--- config.mk ---
export PLATFORM = sky130hd
export DESIGN_NAME = stepper_sequencer
export DESIGN_NICKNAME = d
export VERILOG_FILES = /design/src/rtl/stepper_sequencer.sv
export SDC_FILE = /design/constraint.sdc
export NUM_CORES = 1
export LEC_CHECK = 0
export CORE_MARGIN = 3
export CORE_UTILIZATION = 30
export CTS_BUF_LIST = sky130_fd_sc_hd__clkbuf_4 sky130_fd_sc_hd__clkbuf_8
export DETAILED_ROUTE_END_ITERATION = 12
export SLEW_MARGIN = 10
export SYNTH_ARGS = -nofsm -noshare
export SYNTH_HDL_FRONTEND = slang
export SYNTH_SLANG_ARGS = --single-unit
--- constraint.sdc ---
create_clock -name clk -period 4.1 [get_ports clk]
set_input_delay 1.025 -clock clk [delete_from_list [all_inputs] [get_ports clk]]
set_output_delay 1.025 -clock clk [all_outputs]
set_load 0.01 [all_outputs]
--- src/rtl/stepper_sequencer.sv ---
// Command-driven stepper phase generator: walks the 8-entry half-step table
// forward or backward by a commanded number of dot lines at a fixed step rate.
//
// state | meaning
// IDLE  | waiting for a command; phases hold (or drop) at current index
// RUN   | stepping every period clocks until target lines reached or abort
// DONE  | one-cycle completion pulse, then back to IDLE
module stepper_sequencer #(
  parameter int LINE_WIDTH   = 16,
  parameter int PERIOD_WIDTH = 16,
  parameter bit HOLD_ON_IDLE = 1'b1
) (
  input  logic                    clk,
  input  logic                    reset,
  input  logic                    cmd_valid,
  output logic                    cmd_ready,
  input  logic                    cmd_reverse,
  input  logic                    cmd_full_step,
  input  logic [LINE_WIDTH-1:0]   cmd_lines,
  input  logic [PERIOD_WIDTH-1:0] cmd_period,
  input  logic                    abort,
  output logic                    motor_phase_a,
  output logic                    motor_phase_b,
  output logic                    motor_phase_na,
  output logic                    motor_phase_nb,
  output logic                    busy,
  output logic                    done,
  output logic                    aborted,
  output logic [LINE_WIDTH-1:0]   lines_done,
  output logic [2:0]              step_index
);

  typedef enum logic [1:0] {IDLE, RUN, DONE} state_t;

  state_t                  state, state_nxt;
  logic                    rev_q, full_q;
  logic [LINE_WIDTH-1:0]   lines_q;
  logic [PERIOD_WIDTH-1:0] period_q, timer;
  logic [1:0]              unit_cnt;
  logic                    accept, step_now, abort_now;
  logic [2:0]              step_units, unit_sum;
  logic                    line_wrap;
  logic [PERIOD_WIDTH-1:0] period_eff;

  assign step_units = full_q ? 3'd2 : 3'd1;
  assign unit_sum   = {1'b0, unit_cnt} + step_units;
  assign line_wrap  = unit_sum[2];
  // A zero period would never let the timer expire sensibly; run it as one clock.
  assign period_eff = (cmd_period == '0) ? PERIOD_WIDTH'(1) : cmd_period;

  // Next-state and handshake decode; abort beats a step due in the same cycle.
  always_comb begin
    state_nxt = state;
    accept    = 1'b0;
    step_now  = 1'b0;
    abort_now = 1'b0;
    cmd_ready = 1'b0;
    busy      = 1'b0;
    done      = 1'b0;
    unique case (state)
      IDLE: begin
        cmd_ready = !abort;
        if (cmd_valid && !abort) begin
          accept    = 1'b1;
          state_nxt = (cmd_lines == '0) ? DONE : RUN;
        end
      end
      RUN: begin
        busy = 1'b1;
        if (abort) begin
          abort_now = 1'b1;
          state_nxt = DONE;
        end else if (timer == '0) begin
          step_now = 1'b1;
          if (line_wrap && (lines_done + LINE_WIDTH'(1) == lines_q))
            state_nxt = DONE;
        end
      end
      DONE: begin
        done      = 1'b1;
        state_nxt = IDLE;
      end
      default: state_nxt = IDLE;
    endcase
  end

  // State register.
  always_ff @(posedge clk or negedge reset) begin
    if (!reset) state <= IDLE;
    else        state <= state_nxt;
  end

  // Command latch, step timer, index and line bookkeeping.
  always_ff @(posedge clk or negedge reset) begin
    if (!reset) begin
      rev_q      <= 1'b0;
      full_q     <= 1'b0;
      lines_q    <= '0;
      period_q   <= PERIOD_WIDTH'(1);
      timer      <= '0;
      unit_cnt   <= 2'd0;
      lines_done <= '0;
      step_index <= 3'd0;
      aborted    <= 1'b0;
    end else begin
      if (accept) begin
        rev_q      <= cmd_reverse;
        full_q     <= cmd_full_step;
        lines_q    <= cmd_lines;
        period_q   <= period_eff;
        timer      <= period_eff - PERIOD_WIDTH'(1);
        unit_cnt   <= 2'd0;
        lines_done <= '0;
        aborted    <= 1'b0;
      end else if (abort_now) begin
        aborted <= 1'b1;
      end else if (step_now) begin
        timer      <= period_q - PERIOD_WIDTH'(1);
        step_index <= rev_q ? step_index - step_units : step_index + step_units;
        unit_cnt   <= unit_sum[1:0];
        if (line_wrap && lines_done != lines_q)
          lines_done <= lines_done + LINE_WIDTH'(1);
      end else if (state == RUN) begin
        timer <= timer - PERIOD_WIDTH'(1);
      end
    end
  end

  // Phase decode from the registered index only.
  always_comb begin
    logic [3:0] pat;
    unique case (step_index)
      3'd0:    pat = 4'b1000;
      3'd1:    pat = 4'b1100;
      3'd2:    pat = 4'b0100;
      3'd3:    pat = 4'b0110;
      3'd4:    pat = 4'b0010;
      3'd5:    pat = 4'b0011;
      3'd6:    pat = 4'b0001;
      default: pat = 4'b1001;
    endcase
    if (!HOLD_ON_IDLE && state != RUN) pat = 4'b0000;
    {motor_phase_a, motor_phase_b, motor_phase_na, motor_phase_nb} = pat;
  end

endmodule

==> metrics.yaml, run 1 <==
path_buf_inv: 1
crit_chain: "clkdlybuf4s50_1 -> or4b_4 -> mux2i_1 -> o31ai_1 -> a21oi_1 -> ha_1 -> nand3_1 -> a211o_1 -> nor3_1 -> xor2_1 -> o21ai_0"
hold_depth: 2
critPathKind: "in2reg"
cts_max_level: 3
cp_top_family: "simple AND/OR/NAND/NOR gates"
dp_cells: 778
via_per_inst: 5.27
critPathMaxStageDelay_ps: 580
startpoint: "abort"
routedWlPerCell_um: 16.4
fin_worst_skew_ps: 10.3
grt_remaining_overflow: 0
worstPathRequired_ps: 4320
finalHoldViolations: 0
ioPinCount: 65
gp_congestion: 0.895
reg2reg_from: "state[0]"
yosys-top-cells-area: "dfrtp_1, nand2_1, xor2_1"
cts_tree: "done"
hold_slack_ps: 468
core_um2: 14600
start_kind: "input pin"
yosysTopAreaCell: "dfrtp_1"
final-instance-count-excl-fill: 792
min_period_ps: 3660
ys_ff_latch: 74
cts-root-buf: "clkbuf_8"
path_clk_slew_ps: 80
grt_max_degree: 75
port_buffers: 64
drt-pass1-iter-count: 5
critPathMaxFanout: 4
min_period_over_period_pct: 89.2
start_util_pct: 30.9
grt_usage_pct: 16.3
nets: 649
drc: 0
synth_top_area_share_pct: 40.6
dp.final_hpwl_um: 9650
min_from: "period_q[0]"
cap_viol_max_count: 0
worst_slack_ps: 442
drt_iter0_markers: 393
syn_avg_cell_area_um2: 8.29
grt_pass1_wl_um: 21500
cts_hold_buffers: 0
drtAntennaViolNets: 0
cp_slowest_cell: "or4b_4"
cts_max_path_buffers: 2
critPathCaptureType: "register"
die_h_um: 129
fp.dieArea_um2: 16500
hold_end: "period_q[0]"
crit_arrival_ps: 3880
synthesis.area_um2: 4500
areaGrowthSynthToFinish_pct: 23.7
grtUsageMet2_pct: 25.4
grt_pass1_vias: 4190
num_rows: 44
synthFlopType: "dfrtp_1"
rsz0062_at_grt: "false"
slew_viol_final: 0
cts_setup_buffers: 0
setup_viol: 0
layout_commonest_cell: "nand2_1"
ctsResizeCount: 0
maxClockFrequency_ghz: 0.273
power.total_uw: 2430
antenna_cells: 0
yosysWarnings: 0
tightestPinTransition_ps: 964
ys_types: 58
r2r_cells: 10
p_leak_uw: 0.00245
clk_latency_ps: 350
status: "finished, final reports clean"
fillers: 1453
power_density_nw_per_um2: 436
synthesis.nets: 587
holdCritPathClass: "reg2reg"
ir_worst_vdd_mv: 0.166
setup_tns_ps: 0
routed_wl_um: 13000
yosysSeqAreaShare_pct: 41.2
relSlewSlack_pct: 35.7
numCtsBuffers: 9
vias: 4171
grt_busiest_layer: "met2"
final_cell_mix: "nand2_1, dfrtp_1, clkdlybuf4s50_1"
numClockSinks: 74
place_worst_setup_slack_ps: 157
syn_inst: 543
r2r-end: "timer[8]"
grt.met3_usage_pct: 2.16
die_x_um: 129
antenna_found_initial: 0
grt_util_met1_pct: 22.3
reg2reg_slack_ps: 1100
synth_edf_count: 0
async_reset_ff_share_pct: 100
layout-drive-gt1-share_pct: 7.07
## Yosys cell counts, drive strengths merged, types with 11 or more instances
master  instances
buf            11
o21ai          23
nand2         149
dfrtp          73
xor2           34
nor3           21
nand3          16
nor4           15
a21oi          13
clkbuf         18
xnor2          15
nand4          14
nor2           44
## metal layers
layer  wire length, um  share of wire (%)  vias to the layer above
met4               396                3.1                        0
met5                 0                  0                        -
li1                  -                  -                     2004
met2              5920                 46                      126
met1              6010                 46                     2010
met3               630                4.9                       31
## metrics by stage
stage | util (%) | area [um^2]
finish | 38.2 | 5570
global placement | 36.7 | 5360
floorplan | - | 4500
detailed placement | 36.7 | 5360
CTS | 38.2 | 5570
global route | 38.2 | 5570
## how the worst max path moves through the flow
stage,depth (start not counted),slack [ps],end
floorplan,15,300,timer[10]
global placement,11,220,timer[12]
detailed placement,11,160,timer[8]
CTS,11,500,timer[8]
global route,11,250,timer[8]
finish,11,440,timer[8]
## kinds of logic after synthesis
kind of cell               share of synthesized area (%)
AOI/OAI and AO/OA                                   11.6
DFF                                                 41.2
and+or+nand+nor                                     29.4
buffers and inverters                               3.56
xor gates and xnor gates                            9.53
adders and majority gates                           2.00
muxes                                               2.78
## worst min-delay path: stages, from the launching register on
cell,delay (ps)
dfstp_2,380
nand2_1,50
nand2_1,40
## sequential cells by signal, indices dropped and copies added (netlist names)
name,flops
lines_done,16
full_q,1
aborted,1
period_q,16
state,2
timer,16
rev_q,1
step_index,3
lines_q,16
unit_cnt,2
## layout make-up
cell class | instances | area (um^2) | share of cell area, %
multi-input cells | 434 | 2500 | 44.9
clock inverters | 3 | 65.1 | 1.17
well taps | 184 | 230 | 4.13
clock buffers | 11 | 145 | 2.61
repair buffers | 80 | 756 | 13.6
flip-flops and latches | 74 | 1850 | 33.3
inverters | 6 | 22.5 | 0.404
## report_power, final
group          switching [uW]  total [uW]  internal [uW]
registers                 169        1060            886
clock network             270         629            359
logic                     416         744            328
No activity file was read; power rests on OpenSTA's default activity.
==> inputs of run 2 (changes only) <==
- clock period: 4.1 -> 3.6 ns (I/O delays scaled with it)
==> metrics.yaml, run 2 (synthesis results as in run 1) <==
cts_max_path_buffers: 2  # unchanged
dp.final_hpwl_um: 9860  # +2.1%
critPathKind: "in2reg"
dp_cells: 799  # +2.7%
areaGrowthSynthToFinish_pct: 28.0
cts_tree: "done"
drc: 0  # unchanged
holdCritPathClass: "reg2reg"
grt_max_degree: 33  # -56%
numCtsBuffers: 9  # unchanged
slew_viol_final: 0  # unchanged
fillers: 1417  # -2.5%
path_clk_slew_ps: 80  # about the same
antenna_found_initial: 0  # unchanged
start_kind: "input pin"
ioPinCount: 65  # unchanged
ir_worst_vdd_mv: 0.171  # +3.1%
power.total_uw: 2900  # +20%
r2r_cells: 9  # -1
port_buffers: 64  # unchanged
min_period_over_period_pct: 95.0
routed_wl_um: 12900  # -0.10%
start_util_pct: 30.9  # unchanged
critPathCaptureType: "register"
tightestPinTransition_ps: 606  # -358 ps
die_h_um: 129  # unchanged
antenna_cells: 0  # unchanged
drt_iter0_markers: 336  # -15%
maxClockFrequency_ghz: 0.293
fin_worst_skew_ps: 8.98  # -1.31 ps
via_per_inst: 5.13  # -2.5%
grt_pass1_vias: 4203  # +0.31%
drtAntennaViolNets: 0  # unchanged
hold_depth: 2  # unchanged
fp.dieArea_um2: 16500  # unchanged
gp_congestion: 0.908  # +1.4%
dpl-instance-area_um2: 5520  # +3.1%
final_area_um2: 5760  # +3.5%
layout-drive-gt1-share_pct: 10.7  # +3.6 points
routedWlPerCell_um: 15.9  # -2.7%
grt_remaining_overflow: 0  # unchanged
p_leak_uw: 0.00256  # +4.5%
cap_viol_max_count: 0  # unchanged
finalHoldViolations: 0  # unchanged
core_um2: 14600  # unchanged
hold_slack_ps: 471  # +2.71 ps
setup_tns_ps: 0  # unchanged
cts-root-buf: "clkbuf_8"
worstPathRequired_ps: 3880  # -440 ps
final_cell_mix: "nand2_1, dfrtp_1, clkdlybuf4s50_1"
crit_arrival_ps: 3690  # -190 ps
nets: 670  # +3.2%
layout_commonest_cell: "nand2_1"
die_x_um: 129  # unchanged
vias: 4173  # +0.048%
clk_latency_ps: 360  # about the same
cts_max_level: 3  # unchanged
drt-pass1-iter-count: 5  # unchanged
min_period_ps: 3420
rsz0062_at_grt: "false"
critPathMaxFanout: 17  # +13
num_rows: 44  # unchanged
setup_viol: 0  # unchanged
grt_pass1_wl_um: 21300  # -1.1%
cts_setup_buffers: 0  # unchanged
relSlewSlack_pct: 59.6  # +24 points
numClockSinks: 74  # unchanged
power_density_nw_per_um2: 504  # +16%
status: "finished, final reports clean"
final-instance-count-excl-fill: 813  # +2.7%
grt_usage_pct: 16.0  # -0.29 points
-- run 2: where the power goes --
group / switching, uW / internal [uW] / leakage [uW]
Sequential: 196 / 1010 / 0.000945
Clock: 305 / 469 / 0.000116
Combinational: 488 / 435 / 0.00150
Total: 989 / 1910 / 0.00256
-- run 2: routing by layer --
metal | wire, um | part of all wire (%) | global-route usage (%) | vias up
li1 | - | - | - | 2043
met1 | 6100 | 47 | 21.8 | 1998
met2 | 5980 | 46 | 25.7 | 110
met3 | 622 | 4.8 | 2.66 | 22
met4 | 245 | 1.9 | 5.68 | 0
met5 | 0 | 0 | 0 | -
-- run 2: per-stage QoR --
step	setup slack [ps]	utilization, %
2_1_floorplan	-25.4	-
3_3_place_gp	-66.6	37.9
3_5_place_dp	-180	37.9
4_1_cts	207	39.4
5_1_grt	12.1	39.5
6_report	182	39.5
-- run 2: area by class of cell --
cell class / instances / area [um^2] / share of cell area [%]
well taps: 184 / 230 / 3.99
clock buffers: 11 / 139 / 2.41
multi-input cells: 434 / 2520 / 43.7
inverters: 6 / 22.5 / 0.391
repair buffers: 101 / 913 / 15.8
flip-flops and latches: 74 / 1850 / 32.1
clock inverters: 3 / 90.1 / 1.56
-- run 2: path summary, 6_finish.rpt --
check / from / end / slack [ps]
setup / recovery: cmd_valid / timer[13] / 180
hold reg to reg: period_q[13] / period_q[13] / 470
hold / removal: period_q[13] / period_q[13] / 470
min in group asynchronous: reset / period_q[5] / 550
max in group asynchronous: reset / timer[3] / 2210
setup reg to reg: state[0] / timer[13] / 650
-- run 2: worst max-delay path, cell delays in order --
cell	delay (ps)
clkdlybuf4s50_1	530
or4b_4	500
buf_4	180
buf_4	200
a21boi_1	270
nor3b_1	320
buf_4	180
nand3_1	100
or3_1	330
a31oi_1	170
-- run 2: timing repair --
| action | 4_1_cts | 5_1_grt |
|---|---|---|
| resized for setup | 0 | 2 |
| setup endpoints to repair | 0 | 2 |
| hold buffers | 0 | 0 |
==> inputs of run 3 (changes only) <==
- CORE_ASPECT_RATIO: unset -> 1.4
- clock period: 3.6 -> 2.96 ns (I/O delays scaled with it)
==> metrics.yaml, run 3 (synthesis results as in run 1) <==
fp.dieArea_um2: 16500  # +0.13%
setup_viol: 0  # unchanged
layout_commonest_cell: "nand2_1"
areaGrowthSynthToFinish_pct: 35.2
critPathKind: "in2reg"
grt_usage_pct: 17.1  # +1.1 points
worstPathRequired_ps: 3200  # -680 ps
grt_remaining_overflow: 0  # unchanged
min_period_ps: 2910
antenna_cells: 0  # unchanged
min_from: "period_q[0]"
r2r-end: "timer[8]"
drt_iter0_markers: 240  # -29%
antenna_found_initial: 0  # unchanged
core_um2: 14600  # -0.10%
start_kind: "input pin"
path_clk_slew_ps: 80  # about the same
ir_worst_vdd_mv: 0.319  # +86%
drtAntennaViolNets: 0  # unchanged
startpoint: "abort"
cts_tree: "done"
crit_arrival_ps: 3150  # -540 ps
maxClockFrequency_ghz: 0.344
cap_viol_max_count: 0  # unchanged
grt_max_degree: 75  # +130%
r2r_cells: 10  # +1
via_per_inst: 5.07  # -1.2%
fillers: 1490  # +5.2%
status: "finished, final reports clean"
crit_end: "timer[8]"
drt-pass1-iter-count: 6  # +1
critPathCaptureType: "register"
routed_wl_um: 13700  # +6.1%
power_density_nw_per_um2: 581  # +15%
die_h_um: 151  # +17%
reg2reg_slack_ps: 270  # -380 ps
clk_latency_ps: 350  # about the same
final_area_um2: 6090  # +5.6%
holdCritPathClass: "reg2reg"
drc: 0  # unchanged
critPathMaxFanout: 3  # -14
fin_worst_skew_ps: 9.97  # +0.993 ps
gp_congestion: 0.940  # +3.6%
dpl-instance-area_um2: 5830  # +5.6%
die_x_um: 110  # -15%
port_buffers: 64  # unchanged
finalHoldViolations: 0  # unchanged
tightestPinTransition_ps: 958  # +352 ps
numCtsBuffers: 9  # unchanged
numClockSinks: 74  # unchanged
cts_max_level: 3  # unchanged
min_period_over_period_pct: 98.3
setup_tns_ps: 0  # unchanged
cts_max_path_buffers: 2  # unchanged
start_util_pct: 30.9  # +0.032 points
layout-drive-gt1-share_pct: 17.0  # +6.4 points
cts-root-buf: "clkbuf_8"
vias: 4350  # +4.2%
num_rows: 52  # +18%
routedWlPerCell_um: 16.0  # +0.52%
p_leak_uw: 0.00276  # +7.7%
slew_viol_final: 0  # unchanged
grt_pass1_wl_um: 21800  # +2.5%
dp.final_hpwl_um: 10500  # +6.9%
final_cell_mix: "nand2_1, buf_4, dfrtp_1"
reg2reg_from: "state[0]"
relSlewSlack_pct: 36.2  # -23 points
grt_pass1_vias: 4305  # +2.4%
ioPinCount: 65  # unchanged
nets: 709  # +5.8%
[run 3: cell count changes in the layout (fill, tap and decap cells not counted), moves of 2 or more]
cell,before,now
clkinv_2,0,2
clkdlybuf4s50_1,63,61
dlygate4sd2_1,0,2
o21ai_1,1,3
bufinv_16,3,1
o21ai_0,22,20
buf_4,37,76
[run 3: final cells by class]
type | instances | area (um^2) | share of cell area, %
multi-input cells | 434 | 2570 | 42.1
flip-flops and latches | 74 | 1850 | 30.4
repair buffers | 140 | 1220 | 20.0
well taps | 189 | 236 | 3.88
clock buffers | 12 | 153 | 2.51
clock inverters | 3 | 40.0 | 0.657
inverters | 6 | 22.5 | 0.370
[run 3: how the worst min path moves through the flow]
stage	endpoint	slack (ps)	depth (start not counted)
final	period_q[0]	480	2
after global routing	period_q[0]	510	2
after CTS	period_q[0]	480	2
after detailed placement	period_q[13]	460	2
after global placement	period_q[14]	460	2
after floorplan	period_q[13]	430	2
[run 3: critical path, cell delays in order]
cell           delay, ps
dlygate4sd2_1        250
or4b_4               550
mux2i_1              230
o31ai_2              120
a21oi_2              140
ha_2                 210
nand3_2              100
a211o_4              320
nor3_4               230
xor2_1               170
o21ai_1               90
[run 3: stage by stage]
step	hold slack, ps	utilization, %	power, uW	worst slack, ps	instances
6_report	480	41.8	3540	51.3	858
5_1_grt	505	41.8	3750	-74.8	858
4_1_cts	476	41.6	3520	89.6	857
3_5_place_dp	458	40.0	2700	-520	840
3_3_place_gp	463	40.0	2660	-453	840
2_1_floorplan	432	-	2150	-294	543
[run 3: timing repair]
item / in CTS / in global routing
endpoints found under the setup margin: 8 / 3
hold buffers: 0 / 0
gates resized for setup: 5 / 5
gates cloned: 0 / 0
buffers inserted: 2 / 1
pin swaps: 5 / 4
[run 3: power by group]
part	total, uW	internal (uW)	leakage [uW]	switching [uW]
Sequential	1480	1230	0.000945	258
Clock	797	424	0.000103	372
Combinational	1260	613	0.00171	646
[run 3: layer usage]
| layer | GRT usage, % | vias up | share of wire [%] |
|---|---|---|---|
| met3 | 2.56 | 30 | 4.2 |
| met2 | 31.0 | 127 | 54 |
| met5 | 0 | - | 0 |
| met4 | 8.17 | 0 | 4.0 |
| met1 | 19.2 | 2071 | 38 |
| li1 | - | 2122 | - |
